$ cat config.mk
export PLATFORM = sky130hd
export DESIGN_NAME = bus_transfer_arbiter_flat
export DESIGN_NICKNAME = d
export VERILOG_FILES = /design/src/rtl/bus_transfer_arbiter_if.sv /design/src/rtl/bus_transfer_arbiter.sv /design/src/flat_wrapper.sv
export SDC_FILE = /design/constraint.sdc
export NUM_CORES = 1
export LEC_CHECK = 0
export ABC_CLOCK_PERIOD_IN_PS = 2600
export BUFFER_PORTS_ARGS = -buffer_cell sky130_fd_sc_hd__buf_2
export CAP_MARGIN = 20
export CORE_MARGIN = 5
export CORE_UTILIZATION = 51
export DETAILED_ROUTE_END_ITERATION = 6
export GPL_ROUTABILITY_DRIVEN = 0
export PLACE_DENSITY = 0.82
export SYNTH_ARGS = -nofsm -noshare
export SYNTH_HDL_FRONTEND = slang
export SYNTH_SLANG_ARGS = --single-unit
$ cat constraint.sdc
create_clock -name clock -period 2.6 [get_ports clock]
set_input_delay 0.52 -clock clock [delete_from_list [all_inputs] [get_ports clock]]
set_output_delay 0.52 -clock clock [all_outputs]
set_load 0.01 [all_outputs]
$ cat src/rtl/bus_transfer_arbiter_if.sv
// Bus transfer arbiter interface: requester-side request/payload signals and
// arbiter-side grant, bus-mux select and register load-enable signals.
// Optional BUS_ARB_LOCK_EN adds a per-requester lock line.
interface bus_transfer_arbiter_if #(
    parameter int unsigned NUM_REQ = 4,
    parameter int unsigned SEL_W   = 5,
    parameter int unsigned DST_W   = 32
);
    localparam int unsigned DIDX_W = 5;

    logic [NUM_REQ-1:0]        req;
    logic [NUM_REQ*SEL_W-1:0]  src_sel;
    logic [NUM_REQ*DIDX_W-1:0] dst_idx;
`ifdef BUS_ARB_LOCK_EN
    logic [NUM_REQ-1:0]        lock;
`endif
    logic [NUM_REQ-1:0]        gnt;
    logic [NUM_REQ-1:0]        done;
    logic [SEL_W-1:0]          bus_select;
    logic [DST_W-1:0]          dst_load;
    logic                      busy;
    logic                      err;

`ifdef BUS_ARB_LOCK_EN
    modport master (output req, src_sel, dst_idx, lock,
                    input  gnt, done, bus_select, dst_load, busy, err);
    modport slave  (input  req, src_sel, dst_idx, lock,
                    output gnt, done, bus_select, dst_load, busy, err);
`else
    modport master (output req, src_sel, dst_idx,
                    input  gnt, done, bus_select, dst_load, busy, err);
    modport slave  (input  req, src_sel, dst_idx,
                    output gnt, done, bus_select, dst_load, busy, err);
`endif
endinterface

$ cat src/rtl/bus_transfer_arbiter.sv
// Round-robin arbiter sharing the processor bus between NUM_REQ requesters.
// Each transfer: DRIVE (bus settle, mux select driven) then LOAD (one-hot
// destination load enable plus done pulse). Back-to-back transfers go
// LOAD -> DRIVE directly for one transfer every two cycles.
// Optional feature macro BUS_ARB_LOCK_EN: lock input lets the current winner be
// re-granted up to 4 consecutive transfers before rotation is forced.
module bus_transfer_arbiter #(
    parameter int unsigned      NUM_REQ  = 4,
    parameter int unsigned      SEL_W    = 5,
    parameter int unsigned      DST_W    = 32,
    parameter logic [SEL_W-1:0] IDLE_SEL = SEL_W'(31)
) (
    input logic                   clock,
    input logic                   clear_n,
    bus_transfer_arbiter_if.slave bus
);
    localparam int unsigned IDX_W  = (NUM_REQ > 1) ? $clog2(NUM_REQ) : 1;
    localparam int unsigned DIDX_W = 5;
`ifdef BUS_ARB_LOCK_EN
    localparam int unsigned CNT_W    = 3;
    localparam int unsigned LOCK_MAX = 4;
`endif

    typedef enum logic [1:0] {IDLE, DRIVE, LOAD} state_t;

    state_t              state_q, state_d;
    logic [IDX_W-1:0]    win_q, win_d;
    logic [IDX_W-1:0]    rr_ptr_q, rr_ptr_d;
    logic [SEL_W-1:0]    src_q, src_d;
    logic [DIDX_W-1:0]   dst_q, dst_d;
    logic [NUM_REQ-1:0]  gnt_q, gnt_d;
    logic [NUM_REQ-1:0]  done_q, done_d;
    logic [SEL_W-1:0]    bus_select_q, bus_select_d;
    logic [DST_W-1:0]    dst_load_q, dst_load_d;
    logic                busy_q, busy_d;
    logic                err_q, err_d;
`ifdef BUS_ARB_LOCK_EN
    logic [CNT_W-1:0]    streak_q, streak_d;
    logic                regrant_c;
`endif

    logic [IDX_W:0]      pick_c;
    logic                grant_c;
    logic [IDX_W-1:0]    grant_idx_c;

    // First set bit of mask searching upward from base+1 (wrapping); MSB = hit.
    function automatic logic [IDX_W:0] rr_pick(input logic [NUM_REQ-1:0] mask,
                                               input logic [IDX_W-1:0]   base);
        logic [IDX_W:0] res;
        int unsigned    idx;
        res = '0;
        for (int unsigned i = NUM_REQ; i >= 1; i--) begin
            idx = 32'(base) + i;
            if (idx >= NUM_REQ) idx = idx - NUM_REQ;
            if (mask[IDX_W'(idx)]) res = {1'b1, IDX_W'(idx)};
        end
        return res;
    endfunction

    // State and registered outputs.
    always_ff @(posedge clock or negedge clear_n) begin
        if (!clear_n) begin
            state_q      <= IDLE;
            win_q        <= '0;
            rr_ptr_q     <= IDX_W'(NUM_REQ - 1);
            src_q        <= '0;
            dst_q        <= '0;
            gnt_q        <= '0;
            done_q       <= '0;
            bus_select_q <= IDLE_SEL;
            dst_load_q   <= '0;
            busy_q       <= 1'b0;
            err_q        <= 1'b0;
`ifdef BUS_ARB_LOCK_EN
            streak_q     <= '0;
`endif
        end else begin
            state_q      <= state_d;
            win_q        <= win_d;
            rr_ptr_q     <= rr_ptr_d;
            src_q        <= src_d;
            dst_q        <= dst_d;
            gnt_q        <= gnt_d;
            done_q       <= done_d;
            bus_select_q <= bus_select_d;
            dst_load_q   <= dst_load_d;
            busy_q       <= busy_d;
            err_q        <= err_d;
`ifdef BUS_ARB_LOCK_EN
            streak_q     <= streak_d;
`endif
        end
    end

    // Next-state, arbitration, capture and next output values.
    always_comb begin
        state_d      = state_q;
        win_d        = win_q;
        rr_ptr_d     = rr_ptr_q;
        src_d        = src_q;
        dst_d        = dst_q;
        gnt_d        = '0;
        done_d       = '0;
        bus_select_d = IDLE_SEL;
        dst_load_d   = '0;
        busy_d       = 1'b0;
        err_d        = 1'b0;
        pick_c       = '0;
        grant_c      = 1'b0;
        grant_idx_c  = '0;
`ifdef BUS_ARB_LOCK_EN
        streak_d     = streak_q;
        regrant_c    = 1'b0;
`endif

        unique case (state_q)
            IDLE: begin
                pick_c = rr_pick(bus.req, rr_ptr_q);
                if (pick_c[IDX_W]) begin
                    grant_c     = 1'b1;
                    grant_idx_c = pick_c[IDX_W-1:0];
                end
            end
            DRIVE: begin
                if (bus.req[win_q]) begin
                    state_d      = LOAD;
                    gnt_d        = NUM_REQ'(1) << win_q;
                    done_d       = NUM_REQ'(1) << win_q;
                    busy_d       = 1'b1;
                    bus_select_d = src_q;
                    if (32'(dst_q) < DST_W) dst_load_d = DST_W'(1) << dst_q;
                    else                    err_d      = 1'b1;
                end else begin
                    state_d = IDLE;
                end
            end
            LOAD: begin
                state_d  = IDLE;
                rr_ptr_d = win_q;
`ifdef BUS_ARB_LOCK_EN
                if (bus.lock[win_q] && bus.req[win_q] && (streak_q < CNT_W'(LOCK_MAX))) begin
                    regrant_c   = 1'b1;
                    grant_c     = 1'b1;
                    grant_idx_c = win_q;
                end else begin
                    pick_c = rr_pick(bus.req & ~(NUM_REQ'(1) << win_q), win_q);
                    if (pick_c[IDX_W]) begin
                        grant_c     = 1'b1;
                        grant_idx_c = pick_c[IDX_W-1:0];
                    end
                end
`else
                pick_c = rr_pick(bus.req & ~(NUM_REQ'(1) << win_q), win_q);
                if (pick_c[IDX_W]) begin
                    grant_c     = 1'b1;
                    grant_idx_c = pick_c[IDX_W-1:0];
                end
`endif
            end
            default: state_d = IDLE;
        endcase

        if (grant_c) begin
            state_d      = DRIVE;
            win_d        = grant_idx_c;
            src_d        = bus.src_sel[32'(grant_idx_c) * SEL_W +: SEL_W];
            dst_d        = bus.dst_idx[32'(grant_idx_c) * DIDX_W +: DIDX_W];
            gnt_d        = NUM_REQ'(1) << grant_idx_c;
            busy_d       = 1'b1;
            bus_select_d = src_d;
`ifdef BUS_ARB_LOCK_EN
            streak_d     = regrant_c ? (streak_q + CNT_W'(1)) : CNT_W'(1);
`endif
        end
    end

    assign bus.gnt        = gnt_q;
    assign bus.done       = done_q;
    assign bus.bus_select = bus_select_q;
    assign bus.dst_load   = dst_load_q;
    assign bus.busy       = busy_q;
    assign bus.err        = err_q;
endmodule

$ cat src/flat_wrapper.sv
// flat-port wrapper written by rule: the top's interface ports become plain ports
module bus_transfer_arbiter_flat 
#(
    parameter int unsigned      NUM_REQ  = 4,
    parameter int unsigned      SEL_W    = 5,
    parameter int unsigned      DST_W    = 32,
    parameter logic [SEL_W-1:0] IDLE_SEL = SEL_W'(31)
)
  (clock, clear_n, bus_req, bus_src_sel, bus_dst_idx, bus_gnt, bus_done, bus_bus_select, bus_dst_load, bus_busy, bus_err);
  bus_transfer_arbiter_if #(.NUM_REQ(NUM_REQ), .SEL_W(SEL_W), .DST_W(DST_W)) bus_i ();
  input logic clock;
  input logic clear_n;
  input wire logic [$bits(bus_i.req)-1:0] bus_req;
  input wire logic [$bits(bus_i.src_sel)-1:0] bus_src_sel;
  input wire logic [$bits(bus_i.dst_idx)-1:0] bus_dst_idx;
  output wire logic [$bits(bus_i.gnt)-1:0] bus_gnt;
  output wire logic [$bits(bus_i.done)-1:0] bus_done;
  output wire logic [$bits(bus_i.bus_select)-1:0] bus_bus_select;
  output wire logic [$bits(bus_i.dst_load)-1:0] bus_dst_load;
  output wire logic [$bits(bus_i.busy)-1:0] bus_busy;
  output wire logic [$bits(bus_i.err)-1:0] bus_err;
  assign bus_i.req = bus_req;
  assign bus_i.src_sel = bus_src_sel;
  assign bus_i.dst_idx = bus_dst_idx;
  assign bus_gnt = bus_i.gnt;
  assign bus_done = bus_i.done;
  assign bus_bus_select = bus_i.bus_select;
  assign bus_dst_load = bus_i.dst_load;
  assign bus_busy = bus_i.busy;
  assign bus_err = bus_i.err;
  bus_transfer_arbiter #(.NUM_REQ(NUM_REQ), .SEL_W(SEL_W), .DST_W(DST_W), .IDLE_SEL(IDLE_SEL)) u_core (.clock(clock), .clear_n(clear_n), .bus(bus_i));
endmodule
==> flow_summary_export.csv <==
group,metric,value,unit
floorplanning,boundaryPins,93,
finish,fin_cells,443,
power_and_ir_drop,power_leakage,1.88,nW
clock_tree,clk_path_buf_depth,2,
clock_tree,cts_buffers,9,
finish,drive_gt1_share,37.2,%
drt,ant_nets,0,
run,cap_violations,0,
worst_setup_path,end_kind,"flip-flop",
synthesis,ys.flop_type,"dfrtp_1",
timing,period_needed,2.44,ns
finish,nets,416,
floorplanning,initial_core_util,52.7,%
floorplanning,die_area,7300,um2
synthesis,synth_seq_cells,62,
worst_setup_path,start_kind,"flip-flop",
worst_setup_path,crit_fanout,11,
global_routing,grt_start_max_net_pins,28,
clock_tree,insertion_delay,0.34,ns
timing,tns,0,ns
global_routing,grt_pass1_wl,11100,um
synthesis,synth_fa_ha_area_share,1.72,%
synthesis,synth_cell_types,48,
power_and_ir_drop,irDropWorstVdd,0.000783,V
worst_setup_path,worstSetupPathType,"reg2reg",
finish,fill_cells,422,
synthesis,synth_compound_area_share,15.3,%
worst_hold_path,worstHoldPathType,"in2async",
timing,hold_violations,0,
timing,max_freq,410,MHz
global_routing,antenna_found_initial,0,
synthesis,syn_area,2900,um2
drt,vias,2410,
power_and_ir_drop,p_total,4.26,mW
clock_tree,htreeDepth,3,
clock_tree,clkTransAtPathRegs,0.07,ns
place,numPortBuffers,91,
place,dp_cells,427,
clock_tree,cts-root-buf,"clkbuf_8",
floorplanning,rows,27,
finish,syn_to_final_growth,26.1,%
global_routing,first_global_vias,2323,
timing,min_period_over_period,93.9,%
synthesis,synth_edf_count,0,
synthesis,synth_top_family_by_area,"simple AND/OR/NAND/NOR gates",
synthesis,synth_mux_area_share,7.37,%
drt,first_pass_iters,4,
worst_setup_path,critPathArrivalTime,2.66,ns
synthesis,yosys.area_share.simple,16.9,%
timing,finalMaxSlewViolations,0,
floorplanning,die_h,85.5,um
power_and_ir_drop,p_per_area,1160,nW/um2
global_routing,grt_overflow,0,
synthesis,syn_avg_cell_area,10.7,um2
synthesis,ys_async_sr_fraction,100,%
synthesis,synth_xor_area_share,0,%
synthesis,syn_nets,322,
worst_setup_path,cp.required,2.82,ns
floorplanning,chipWidth,85.5,um
drt,vias_per_cell,5.44,
finish,final_util,66.5,%
global_routing,grt.total_usage,19.5,%
synthesis,yosys_warnings,0,
timing,finalSetupViolCount,0,
synthesis,syn_inst,272,
timing,tightest_slew,0.535,ns
drt,drc,0,
drt,drt_wl_total,6850,um
run_status,status,"complete, no violations",
clock_tree,cts_tree,"done",
clock_tree,clock-sinks,62,
timing,maxSlewHeadroom,64.1,%
timing,rsz0062_at_grt,"false",
finish,antenna_cells,0,
floorplanning,core_area,5510,um2
drt,drt_iter0_drc,101,
place,hpwl,5110,um
drt,post_drt_wl_per_cell,15.5,um
synthesis,ys_seq_area_share,53.7,%
timing,finalClockSkew,0.00549,ns
[worst paths after layout]
| kind | end | cells after the start | slack (ns) | from |
|---|---|---|---|---|
| max reg2reg | u_core.dst_q[2] | 10 | 0.16 | u_core.win_q[1] |
| max | u_core.dst_q[2] | 10 | 0.16 | u_core.win_q[1] |
| min in group clock | u_core.dst_q[3] | 3 | 0.43 | bus_dst_idx[3] |
| max in group asynchronous | u_core.bus.bus_select[3] | 2 | 1.87 | clear_n |
| min reg2reg | u_core.src_q[2] | 1 | 0.50 | u_core.src_q[2] |
| min | u_core.src_q[0] | 1 | 0.08 | clear_n |
[cells in the mapped netlist (all sizes together), types with 3 or more instances]
cell type / instances / area, um2
a21oi: 8 / 40.0
ha: 4 / 50.1
nand3: 5 / 25.0
dfstp: 7 / 184
inv: 6 / 22.5
a22oi: 5 / 37.5
and2: 3 / 18.8
nand2b: 5 / 31.3
buf: 13 / 92.6
clkbuf: 6 / 22.5
a221oi: 5 / 43.8
nand2: 19 / 71.3
dfrtp: 55 / 1380
o21ai: 10 / 50.0
nand3b: 14 / 105
a31oi: 7 / 58.8
nor2: 42 / 158
o21a: 10 / 75.1
or3: 3 / 23.8
mux2i: 19 / 203
[report_power, final]
| part | internal (mW) | switching (mW) | leakage (nW) |
|---|---|---|---|
| Combinational | 0.824 | 1.03 | 0.968 |
| Clock | 0.554 | 0.405 | 0.112 |
| Sequential | 1.25 | 0.191 | 0.802 |
[per-stage QoR]
stage          worst slack, ns  instance area (um2)  hold WS [ns]
6_report                 0.160                 3660        0.0814
5_1_grt                0.00113                 3660        0.0902
3_3_place_gp             0.212                 3430         0.444
4_1_cts                  0.114                 3660        0.0703
2_1_floorplan            0.301                 2900         0.224
3_5_place_dp             0.137                 3430         0.447
[worst max-delay path: stages, from the launching register on]
cell and delay, ns:
dfrtp_2 0.44, inv_1 0.13, ha_1 0.38, nand2b_1 0.14, a21oi_1 0.06, a311oi_2 0.37, a31o_2 0.24, nor2_1 0.05
buf_4 0.17, a221oi_1 0.29, a31oi_1 0.07
[cell type report]
| cell class | instances | area (um2) | share of cell area [%] |
|---|---|---|---|
| clock inverter | 7 | 105 | 2.87 |
| multi-input combinational | 184 | 1200 | 32.9 |
| timing repair buffer | 102 | 551 | 15.0 |
| tap | 72 | 90.1 | 2.46 |
| sequential | 62 | 1560 | 42.6 |
| clock buffer | 9 | 124 | 3.38 |
| inverter | 7 | 26.3 | 0.717 |
[cell usage in the layout, fill, tap and decap left out, types with 7 or more instances in the layout]
| cell type | n |
|---|---|
| nand3b_1 | 14 |
| a21oi_1 | 8 |
| dfrtp_1 | 54 |
| nor2_1 | 42 |
| nand2_1 | 18 |
| o21a_1 | 10 |
| buf_4 | 10 |
| o21ai_0 | 7 |
| dfstp_2 | 7 |
| clkbuf_8 | 9 |
| buf_2 | 91 |
| mux2i_1 | 18 |
[repair_timing]
| item | in CTS | in global routing |
|---|---|---|
| setup endpoints to repair | 0 | 16 |
| gates resized for setup | 0 | 2 |
| hold buffers | 0 | 0 |
| setup buffers | 0 | 0 |
[cells by family (layout without fill, tap and decap cells)]
kind of cell | after synthesis | in the layout
multiplexers | 20 | 20
AO/OA/AOI/OAI | 61 | 61
adder cells (fa/ha/maj) | 4 | 4
other | 1 | 1
AND/OR/NAND/NOR | 98 | 98
flip-flops | 62 | 62
buffers and inverters | 26 | 125
[flip-flops by register name, summed over array words and instances (netlist names)]
signal                 count
u_core.bus.dst_load       32
u_core.bus.bus_select      5
u_core.dst_q               5
u_core.src_q               5
u_core.bus.done            4
u_core.bus.gnt             4
u_core.rr_ptr_q            2
u_core.state_q             2
u_core.win_q               2
u_core.bus.busy            1
[routing by layer]
layer	GRT usage, %	vias up	wire [um]
met5	0	-	0
met4	10.2	0	215
li1	-	1135	-
met1	25.3	1134	2890
met3	5.73	22	653
met2	29.7	119	3090
Note: power is estimated with default switching activity, not from simulation.
